### config.mk
export PLATFORM = sky130hd
export DESIGN_NAME = pe_cfg_loader
export DESIGN_NICKNAME = d
export VERILOG_FILES = /design/src/rtl/pe_cfg_loader.sv
export SDC_FILE = /design/constraint.sdc
export NUM_CORES = 1
export LEC_CHECK = 0
export BUFFER_PORTS_ARGS = -buffer_cell sky130_fd_sc_hd__buf_2
export CAP_MARGIN = 20
export CORE_MARGIN = 2
export CORE_UTILIZATION = 53
export CTS_BUF_LIST = sky130_fd_sc_hd__clkbuf_4 sky130_fd_sc_hd__clkbuf_8
export DETAILED_ROUTE_END_ITERATION = 7
export PLACE_DENSITY_LB_ADDON = 0.05
export SLEW_MARGIN = 20
export SYNTH_ARGS = -nofsm -noshare
export SYNTH_HDL_FRONTEND = slang
export SYNTH_SLANG_ARGS = --single-unit
### constraint.sdc
create_clock -name clk -period 2 [get_ports clk]
set_input_delay 0.2 -clock clk [delete_from_list [all_inputs] [get_ports clk]]
set_output_delay 0.2 -clock clk [all_outputs]
set_load 0.02 [all_outputs]
### src/rtl/pe_cfg_loader.sv
// pe_cfg_loader: configuration sequencer for a row of PEs.
//   After an accepted start it soft-resets the PE row for one cycle. It then
//   streams NUM_PE*cfg_len PE-major instruction beats onto a shared
//   instruction bus, with a one-hot init strobe per beat. After one gap
//   cycle it broadcasts run for exactly cfg_len cycles.
//
// Ports:
//   clk, rst          clock (rising edge), asynchronous active-high reset
//   start, cfg_len    load-and-run request; cfg_len (1..DEPTH) is sampled with start
//   in_valid/in_ready instruction beat handshake; in_ready is combinational from state
//   in_inst           instruction beat
//   pe_rst            one-cycle soft reset to the PE row
//   pe_inst, pe_init  shared instruction bus and one-hot per-PE init strobe
//   pe_run            run broadcast
//   busy, done, err   sequence in progress, end-of-sequence pulse, rejected-start pulse
//
// Optional feature (macro PE_CFG_LOADER_PERF_EN):
//   load_stall_cnt    LOAD cycles with in_valid low
//   seq_cycle_cnt     cycles from leaving IDLE through DONE
module pe_cfg_loader #(
  parameter int unsigned INST_W = 28,
  parameter int unsigned DEPTH  = 16,
  parameter int unsigned NUM_PE = 4,
  parameter int unsigned LEN_W  = 5
) (
  input  logic              clk,
  input  logic              rst,
  input  logic              start,
  input  logic [LEN_W-1:0]  cfg_len,
  input  logic              in_valid,
  output logic              in_ready,
  input  logic [INST_W-1:0] in_inst,
  output logic              pe_rst,
  output logic [INST_W-1:0] pe_inst,
  output logic [NUM_PE-1:0] pe_init,
  output logic              pe_run,
  output logic              busy,
  output logic              done,
  output logic              err
`ifdef PE_CFG_LOADER_PERF_EN
  ,
  output logic [31:0]       load_stall_cnt,
  output logic [31:0]       seq_cycle_cnt
`endif
);

  localparam int unsigned PE_IDX_W = (NUM_PE > 1) ? $clog2(NUM_PE) : 1;

  typedef enum logic [2:0] {
    S_IDLE,
    S_CLEAR,
    S_LOAD,
    S_GAP,
    S_RUN,
    S_DONE
  } state_t;

  state_t              state, state_d;
  logic [LEN_W-1:0]    len_q, len_d;
  logic [LEN_W-1:0]    ctx_idx, ctx_idx_d;
  logic [LEN_W-1:0]    run_cnt, run_cnt_d;
  logic [PE_IDX_W-1:0] pe_idx, pe_idx_d;

  logic                pe_rst_d, pe_run_d, busy_d, done_d, err_d;
  logic [INST_W-1:0]   pe_inst_d;
  logic [NUM_PE-1:0]   pe_init_d;

  logic                xfer, len_ok, last_ctx, last_pe, last_run;

  // Handshake and length qualification
  assign in_ready = (state == S_LOAD);
  assign xfer     = in_valid && in_ready;
  assign len_ok   = (cfg_len != '0) && (cfg_len <= LEN_W'(DEPTH));
  assign last_ctx = (ctx_idx == len_q - LEN_W'(1));
  assign last_pe  = (pe_idx == PE_IDX_W'(NUM_PE - 1));
  assign last_run = (run_cnt == len_q - LEN_W'(1));

  // State register
  always_ff @(posedge clk or posedge rst) begin
    if (rst) begin
      state <= S_IDLE;
    end else begin
      state <= state_d;
    end
  end

  // Next state, counters and registered-output next values
  always_comb begin
    state_d   = state;
    len_d     = len_q;
    ctx_idx_d = ctx_idx;
    pe_idx_d  = pe_idx;
    run_cnt_d = run_cnt;
    pe_inst_d = pe_inst;
    pe_init_d = '0;
    err_d     = 1'b0;

    case (state)
      S_IDLE: begin
        if (start) begin
          if (len_ok) begin
            len_d     = cfg_len;
            ctx_idx_d = '0;
            pe_idx_d  = '0;
            run_cnt_d = '0;
            state_d   = S_CLEAR;
          end else begin
            err_d = 1'b1;
          end
        end
      end
      S_CLEAR: state_d = S_LOAD;
      S_LOAD: begin
        if (xfer) begin
          pe_inst_d = in_inst;
          pe_init_d = NUM_PE'(1) << pe_idx;
          if (last_ctx) begin
            ctx_idx_d = '0;
            if (last_pe) begin
              pe_idx_d = '0;
              state_d  = S_GAP;
            end else begin
              pe_idx_d = pe_idx + PE_IDX_W'(1);
            end
          end else begin
            ctx_idx_d = ctx_idx + LEN_W'(1);
          end
        end
      end
      S_GAP: state_d = S_RUN;
      S_RUN: begin
        if (last_run) begin
          run_cnt_d = '0;
          state_d   = S_DONE;
        end else begin
          run_cnt_d = run_cnt + LEN_W'(1);
        end
      end
      S_DONE:  state_d = S_IDLE;
      default: state_d = S_IDLE;
    endcase

    // pe_rst/pe_run/busy track the state being entered so they line up with it;
    // done registers the DONE state, landing with busy's fall.
    pe_rst_d = (state_d == S_CLEAR);
    pe_run_d = (state_d == S_RUN);
    busy_d   = (state_d != S_IDLE);
    done_d   = (state == S_DONE);
  end

  // Counters and registered outputs
  always_ff @(posedge clk or posedge rst) begin
    if (rst) begin
      len_q   <= '0;
      ctx_idx <= '0;
      pe_idx  <= '0;
      run_cnt <= '0;
      pe_rst  <= 1'b0;
      pe_inst <= '0;
      pe_init <= '0;
      pe_run  <= 1'b0;
      busy    <= 1'b0;
      done    <= 1'b0;
      err     <= 1'b0;
    end else begin
      len_q   <= len_d;
      ctx_idx <= ctx_idx_d;
      pe_idx  <= pe_idx_d;
      run_cnt <= run_cnt_d;
      pe_rst  <= pe_rst_d;
      pe_inst <= pe_inst_d;
      pe_init <= pe_init_d;
      pe_run  <= pe_run_d;
      busy    <= busy_d;
      done    <= done_d;
      err     <= err_d;
    end
  end

`ifdef PE_CFG_LOADER_PERF_EN
  // Performance counters: cleared on an accepted start, held after DONE
  always_ff @(posedge clk or posedge rst) begin
    if (rst) begin
      load_stall_cnt <= '0;
      seq_cycle_cnt  <= '0;
    end else if (state == S_IDLE && start && len_ok) begin
      load_stall_cnt <= '0;
      seq_cycle_cnt  <= '0;
    end else begin
      if (state == S_LOAD && !in_valid) begin
        load_stall_cnt <= load_stall_cnt + 32'd1;
      end
      if (state != S_IDLE) begin
        seq_cycle_cnt <= seq_cycle_cnt + 32'd1;
      end
    end
  end
`endif

endmodule

==> results of run 1 <==
==> where the power goes <==
group	switching (mW)	internal, mW
clock network	0.421	0.645
logic	1.29	1.11
registers	0.383	1.64
==> final cells by class <==
cell class / count / area [sq um] / area share
sequential: 57 / 1430 / 0.428
multi-input combinational: 142 / 1120 / 0.336
timing repair buffer: 86 / 463 / 0.139
clock buffer: 12 / 159 / 0.0477
tap: 67 / 83.8 / 0.0252
clock inverter: 3 / 40.0 / 0.0120
inverter: 10 / 37.5 / 0.0113
==> cells in the final DEF (no fill, tap or decap), types with 2 or more instances in the layout <==
master / count
buf_2: 74
dfrtp_1: 57
mux2_2: 33
nand2_1: 15
clkbuf_8: 11
buf_4: 11
nand3_1: 9
inv_1: 8
xnor2_1: 7
ha_1: 7
nand2b_1: 6
a21oi_1: 6
o21ai_0: 6
xor2_1: 5
and3_1: 5
a22o_1: 4
nor2_1: 3
inv_2: 2
nand3b_1: 2
o31ai_1: 2
nor3b_1: 2
nor3_2: 2
a21oi_2: 2
and2_1: 2
a21o_1: 2
nor2b_1: 2
nor3_1: 2
clkinv_2: 2
==> cell families (layout without fill, tap and decap cells) <==
kind of cell	Yosys count	after routing
xor+xnor	12	12
mux	34	34
simple gates	60	60
compound gates	29	29
buf+inv	15	111
flops	57	57
fa+ha+maj	7	7
==> state kept, by name (all words and copies together) (netlist names) <==
| register | cells |
|---|---|
| pe_idx | 2 |
| pe_init | 4 |
| busy | 1 |
| pe_rst | 1 |
| err | 1 |
| state | 3 |
| pe_inst | 28 |
| run_cnt | 5 |
| done | 1 |
| pe_run | 1 |
| len_q | 5 |
| ctx_idx | 5 |
==> per-stage QoR <==
| step | hold WS, ns | area [sq um] |
|---|---|---|
| 6_report | 0.0983 | 3330 |
| 5_1_grt | 0.0904 | 3330 |
| 4_1_cts | 0.0875 | 3300 |
| 3_5_place_dp | 0.211 | 3090 |
| 3_3_place_gp | 0.215 | 3090 |
| 2_1_floorplan | 0.317 | 2610 |
==> metal layers <==
layer | global-route usage | up-vias | part of all wire
li1 | - | 940 | -
met1 | 0.253 | 925 | 0.44
met2 | 0.325 | 54 | 0.49
met3 | 0.0474 | 10 | 0.045
met4 | 0.103 | 0 | 0.018
met5 | 0 | - | 0
==> what timing repair did <==
| action | 4_1_cts | 5_1_grt |
|---|---|---|
| resized for setup | 0 | 2 |
| buffers inserted | 0 | 3 |
| hold buffers | 1 | 0 |
| endpoints found under the setup margin | 0 | 6 |
| endpoints found under the hold margin | 18 | 0 |
==> worst paths after layout <==
kind	startpoint	to	slack, ns	cells past startpoint
setup / recovery	len_q[2]	ctx_idx[0]	0.09	6
min in group asynchronous	rst	pe_inst[24]	0.41	3
hold reg to reg	pe_inst[8]	pe_inst[8]	0.50	1
hold / removal	in_inst[12]	pe_inst[12]	0.1	2
setup reg to reg	len_q[2]	ctx_idx[0]	0.09	6
max in group asynchronous	rst	pe_inst[27]	0.99	4
==> flow_metrics.py, run 1 <==
metrics = {
    "global_route": {
        "overflow": 0,
        "grt_pass1_wl_mm": 8.15,
        "antenna_found_initial": 0,
        "grt_usage": 0.201,
        "grt_start_max_net_pins": 21,
        "grt_pass1_vias": 1841,
    },
    "detailed_routing": {
        "wl_mm": 5.02,
        "ant_nets": 0,
        "drt_iter0_drc": 61,
        "vias": 1929,
        "drc": 0,
        "drtPass1Iterations": 4,
        "avgRoutedWirePerCell_microns": 13.3,
        "vias_per_cell": 5.12,
    },
    "timing": {
        "worst_slew_pin_slew_ns": 0.501,
        "finalMaxSlewViolations": 0,
        "final.setup_skew_ns": 0.00432,
        "rsz0062_at_grt": "true",
        "fmax_mhz": 523,
        "fin_crit_sh": 0.956,
        "setup_tns_ns": 0,
        "slew_headroom": 0.664,
        "setup_viol": 0,
        "fin_ws_ns": 0.0884,
        "hold_viol_final": 0,
        "fin_crit_ns": 1.91,
    },
    "synthesis": {
        "synth_xor_xnor_area_share": 0.0403,
        "ys_top_cells_by_area": "dfrtp_1 (55%), mux2_2 (14%), ha_1 (3.4%)",
        "synth_fa_ha_area_frac": 0.0336,
        "yosys.cell_types.count": 43,
        "dominantRegCellSynth": "dfrtp_1",
        "syn_area_sq_mm": 0.00260,
        "synth.top_cells.by_count": "dfrtp_1 (57), mux2_2 (33), nand2_1 (15)",
        "synth_mux_area_frac": 0.146,
        "synth-seq-area-share": 0.548,
        "synth_warnings": 0,
        "yosysMostFrequentCell": "dfrtp_1",
        "synth-compound-area-share": 0.0754,
        "synthArstFlopShare": 1.00,
        "synth_top_area_share": 0.548,
        "netlist_instances": 214,
        "synth_top_area_cell": "dfrtp_1",
        "synth_simple_gate_area_frac": 0.130,
        "ys_seq_elements": 57,
        "synth_fp_nets": 258,
        "synth_top_family_by_area": "multiplexers",
        "synth-edff-count": 0,
        "synth_area_per_cell_sq_um": 12.2,
    },
    "floorplan": {
        "die_width_microns": 74.1,
        "coreArea_sq_mm": 0.00472,
        "io-pin-count": 75,
        "die_area_sq_mm": 0.00549,
        "dieHeight_microns": 74.1,
        "start_util": 0.552,
        "rows": 25,
    },
    "placement": {
        "dp_cells": 358,
        "portBuffers": 74,
        "pre_cts_ws_ns": 0.0914,
        "gp_congestion": 0.817,
        "post-dp-hpwl_mm": 3.76,
    },
    "cts": {
        "clock_path_buffers": 2,
        "h-tree-depth": 3,
        "cts_sinks": 57,
        "cts_inserted_buffers": 9,
        "clkLatencyLatePin_ns": 0.33,
        "cts_tree": "done",
        "clk_pin_slew_ns": 0.06,
        "cts_root_buffer": "clkbuf_8",
    },
    "job": {
        "max_cap_violations": 0,
    },
    "pwr": {
        "pwr_density_cell_mw_per_mm2": 1650,
        "totalPowerFinal_mw": 5.48,
        "cellLeakagePower_nw": 1.64,
        "ir_drop_uv": 957,
    },
    "worst_setup_path": {
        "slowest_delay_ns": 0.47,
        "cp-start-kind": "flop",
        "cp_max_fo": 9,
        "crit_arrival_ns": 2.13,
        "crit_type": "flop to flop",
        "cp_slowest_cell": "dfrtp_1",
        "cp-end-kind": "flop",
        "crit_family": "compound AO/OA/AOI/OAI gates",
        "path_cells": "nand2b_1, o32ai_1, o31ai_1, a21oi_2, nor3_1, mux2_2",
        "critical_path_buf_inv_count": 0,
        "worst_ep_required_time_ns": 2.22,
    },
    "cells_and_area": {
        "stdcell_count": 377,
        "drive_gt1_frac": 0.468,
        "area_delta_synth_final_pct": 27.8,
        "fin_nets": 350,
        "nFillCells": 365,
        "n_antenna_cell": 0,
        "fin_util": 0.705,
    },
    "outcome": {
        "status": "finished, final reports clean",
    },
    "min_path": {
        "min_path_type": "input port to flop",
    },
}
(Power assumes the default switching activity.)
==> run 2: changes to the inputs <==
--- a/config.mk
+++ b/config.mk
@@ -11,8 +11,11 @@
 export CORE_UTILIZATION = 53
 export CTS_BUF_LIST = sky130_fd_sc_hd__clkbuf_4 sky130_fd_sc_hd__clkbuf_8
 export DETAILED_ROUTE_END_ITERATION = 7
+export GPL_ROUTABILITY_DRIVEN = 1
 export PLACE_DENSITY_LB_ADDON = 0.05
+export SETUP_SLACK_MARGIN = 0.15
 export SLEW_MARGIN = 20
 export SYNTH_ARGS = -nofsm -noshare
 export SYNTH_HDL_FRONTEND = slang
 export SYNTH_SLANG_ARGS = --single-unit
+export TNS_END_PERCENT = 50
==> run 2 against run 1 <==
  * Clock skew rose by 0.00060 ns
  * Final cell count up 1.1%
  * Via count rose by 0.67%
  * Combinational power grew 9.6%
  * Sequential share of layout area is 1.3 points lower
  * Worst setup slack improved by 0.098 ns
  * Die area is the same
  * Non-clock buffer count is 4 higher
  * First-iteration DRC count is 21% lower
  * Routed wire length up 0.88%
  * Worst hold slack improved by 0.0015 ns
  * Critical path depth is 1 lower
  * Critical path type unchanged
==> flow_metrics.py, run 2 (synthesized netlist as in run 1, its figures left out) <==
metrics = {
    "placement": {
        "portBuffers": 74,
        "post-dp-hpwl_mm": 3.76,
        "gp_congestion": 0.817,
        "dpl_cell_area_sq_mm": 0.00309,
    },
    "worst_setup_path": {
        "slowest_delay_ns": 0.45,
        "worst_ep_required_time_ns": 2.22,
        "crit_start": "ctx_idx[4]",
        "critical_path_buf_inv_count": 0,
        "crit_end": "ctx_idx[0]",
        "path_cells": "or2_2, a211o_1, a21oi_4, nor3_2, mux2_2",
        "cp_max_fo": 7,
        "crit_family": "compound AO/OA/AOI/OAI gates",
        "crit_type": "flop to flop",
        "crit_cells": 5,
        "reg2reg_from": "ctx_idx[4]",
        "worstRegToRegCells": 5,
        "cp_slowest_cell": "dfrtp_1",
        "cp-end-kind": "flop",
        "crit_arrival_ns": 2.03,
        "ff2ff_setup_slack_ns": 0.19,
        "r2r-end": "ctx_idx[0]",
        "cp-start-kind": "flop",
    },
    "detailed_routing": {
        "vias": 1942,
        "drtPass1Iterations": 4,
        "wl_mm": 5.07,
        "ant_nets": 0,
        "avgRoutedWirePerCell_microns": 13.3,
        "drc": 0,
        "drt_iter0_drc": 48,
        "vias_per_cell": 5.10,
    },
    "timing": {
        "hold_viol_final": 0,
        "fin_crit_ns": 1.81,
        "fin_crit_sh": 0.907,
        "slew_headroom": 0.650,
        "setup_viol": 0,
        "worst_hold_slack_ns": 0.0998,
        "worst_slew_pin_slew_ns": 0.522,
        "fmax_mhz": 551,
        "setup_tns_ns": 0,
        "rsz0062_at_grt": "true",
        "finalMaxSlewViolations": 0,
        "final.setup_skew_ns": 0.00493,
    },
    "cts": {
        "cts_sinks": 57,
        "clock_path_buffers": 2,
        "cts_root_buffer": "clkbuf_8",
        "cts_inserted_buffers": 9,
        "h-tree-depth": 3,
        "cts_tree": "done",
        "clkLatencyLatePin_ns": 0.33,
        "clk_pin_slew_ns": 0.06,
    },
    "global_route": {
        "grt_start_max_net_pins": 21,
        "grt_usage": 0.201,
        "antenna_found_initial": 0,
        "grt_pass1_wl_mm": 8.15,
        "grt_pass1_vias": 1856,
        "overflow": 0,
    },
    "cells_and_area": {
        "regMostFlops": "pe_inst",
        "nFillCells": 335,
        "fin_nets": 354,
        "area_delta_synth_final_pct": 32.3,
        "n_antenna_cell": 0,
        "drive_gt1_frac": 0.519,
        "layout_commonest_cell": "buf_2",
        "largest_register_ffs": 28,
        "fin_area_sq_mm": 0.00345,
        "layout_common_cells": "buf_2 (74), dfrtp_1 (52), mux2_2 (33), nand2_1 (15), buf_4 (15)",
    },
    "pwr": {
        "cellLeakagePower_nw": 1.67,
        "pwr_density_cell_mw_per_mm2": 1660,
        "ir_drop_uv": 964,
    },
    "min_path": {
        "min_path_type": "input port to flop",
    },
    "floorplan": {
        "io-pin-count": 75,
        "rows": 25,
        "dieHeight_microns": 74.1,
        "start_util": 0.552,
        "die_width_microns": 74.1,
        "coreArea_sq_mm": 0.00472,
        "die_area_sq_mm": 0.00549,
    },
    "job": {
        "max_cap_violations": 0,
    },
    "outcome": {
        "status": "finished, final reports clean",
    },
}
[run 2: changes by cell type in the layout (fill, tap and decap cells not counted), sizes merged]
cell | before | now
buf | 85 | 89
[run 2: cell type report]
| type | instances | area, sq um | share of cell area |
|---|---|---|---|
| repair buffers | 90 | 493 | 0.143 |
| well taps | 67 | 83.8 | 0.0243 |
| flip-flops and latches | 57 | 1430 | 0.416 |
| inverters | 10 | 40.0 | 0.0116 |
| clock buffers | 12 | 159 | 0.0461 |
| multi-input cells | 142 | 1200 | 0.347 |
| clock inverters | 3 | 40.0 | 0.0116 |
[run 2: through the flow]
stage	worst slack [ns]	cells	util	power, mW
after floorplan	0.168	214	-	3.70
after global placement	0.123	358	0.654	4.35
after detailed placement	0.0914	358	0.654	4.40
after CTS	0.144	376	0.703	5.52
after global routing	0.140	381	0.730	6.14
final	0.187	381	0.730	5.74
[run 2: where the power goes]
part,total [mW],switching (mW),leakage [nW],internal [mW]
clock,1.07,0.420,0.106,0.645
combinational,2.62,1.37,0.863,1.24
sequential,2.06,0.407,0.697,1.65
[run 2: layer usage]
layer,global-route usage,vias to the layer above,wire [microns]
met5,0,-,0
met4,0.103,0,87
met3,0.0474,10,183
met2,0.329,45,2540
met1,0.249,940,2260
li1,-,947,-
[run 2: worst min-delay path by stage]
stage / startpoint / end / slack (ns) / depth (start not counted)
after detailed placement: rst / pe_inst[0] / 0.21 / 2
after CTS: in_inst[12] / pe_inst[12] / 0.09 / 2
final: in_inst[12] / pe_inst[12] / 0.1 / 2
after global routing: in_inst[15] / pe_inst[15] / 0.09 / 2
after global placement: rst / pe_inst[0] / 0.22 / 2
after floorplan: cfg_len[4] / len_q[4] / 0.32 / 2
[run 2: repair_timing]
| item | 4_1_cts | 5_1_grt |
|---|---|---|
| setup endpoints to repair | 5 | 10 |
| resized for setup | 2 | 19 |
| pin swaps | 1 | 3 |
| setup buffers | 2 | 5 |
| hold buffers | 1 | 0 |
| endpoints found under the hold margin | 18 | 0 |
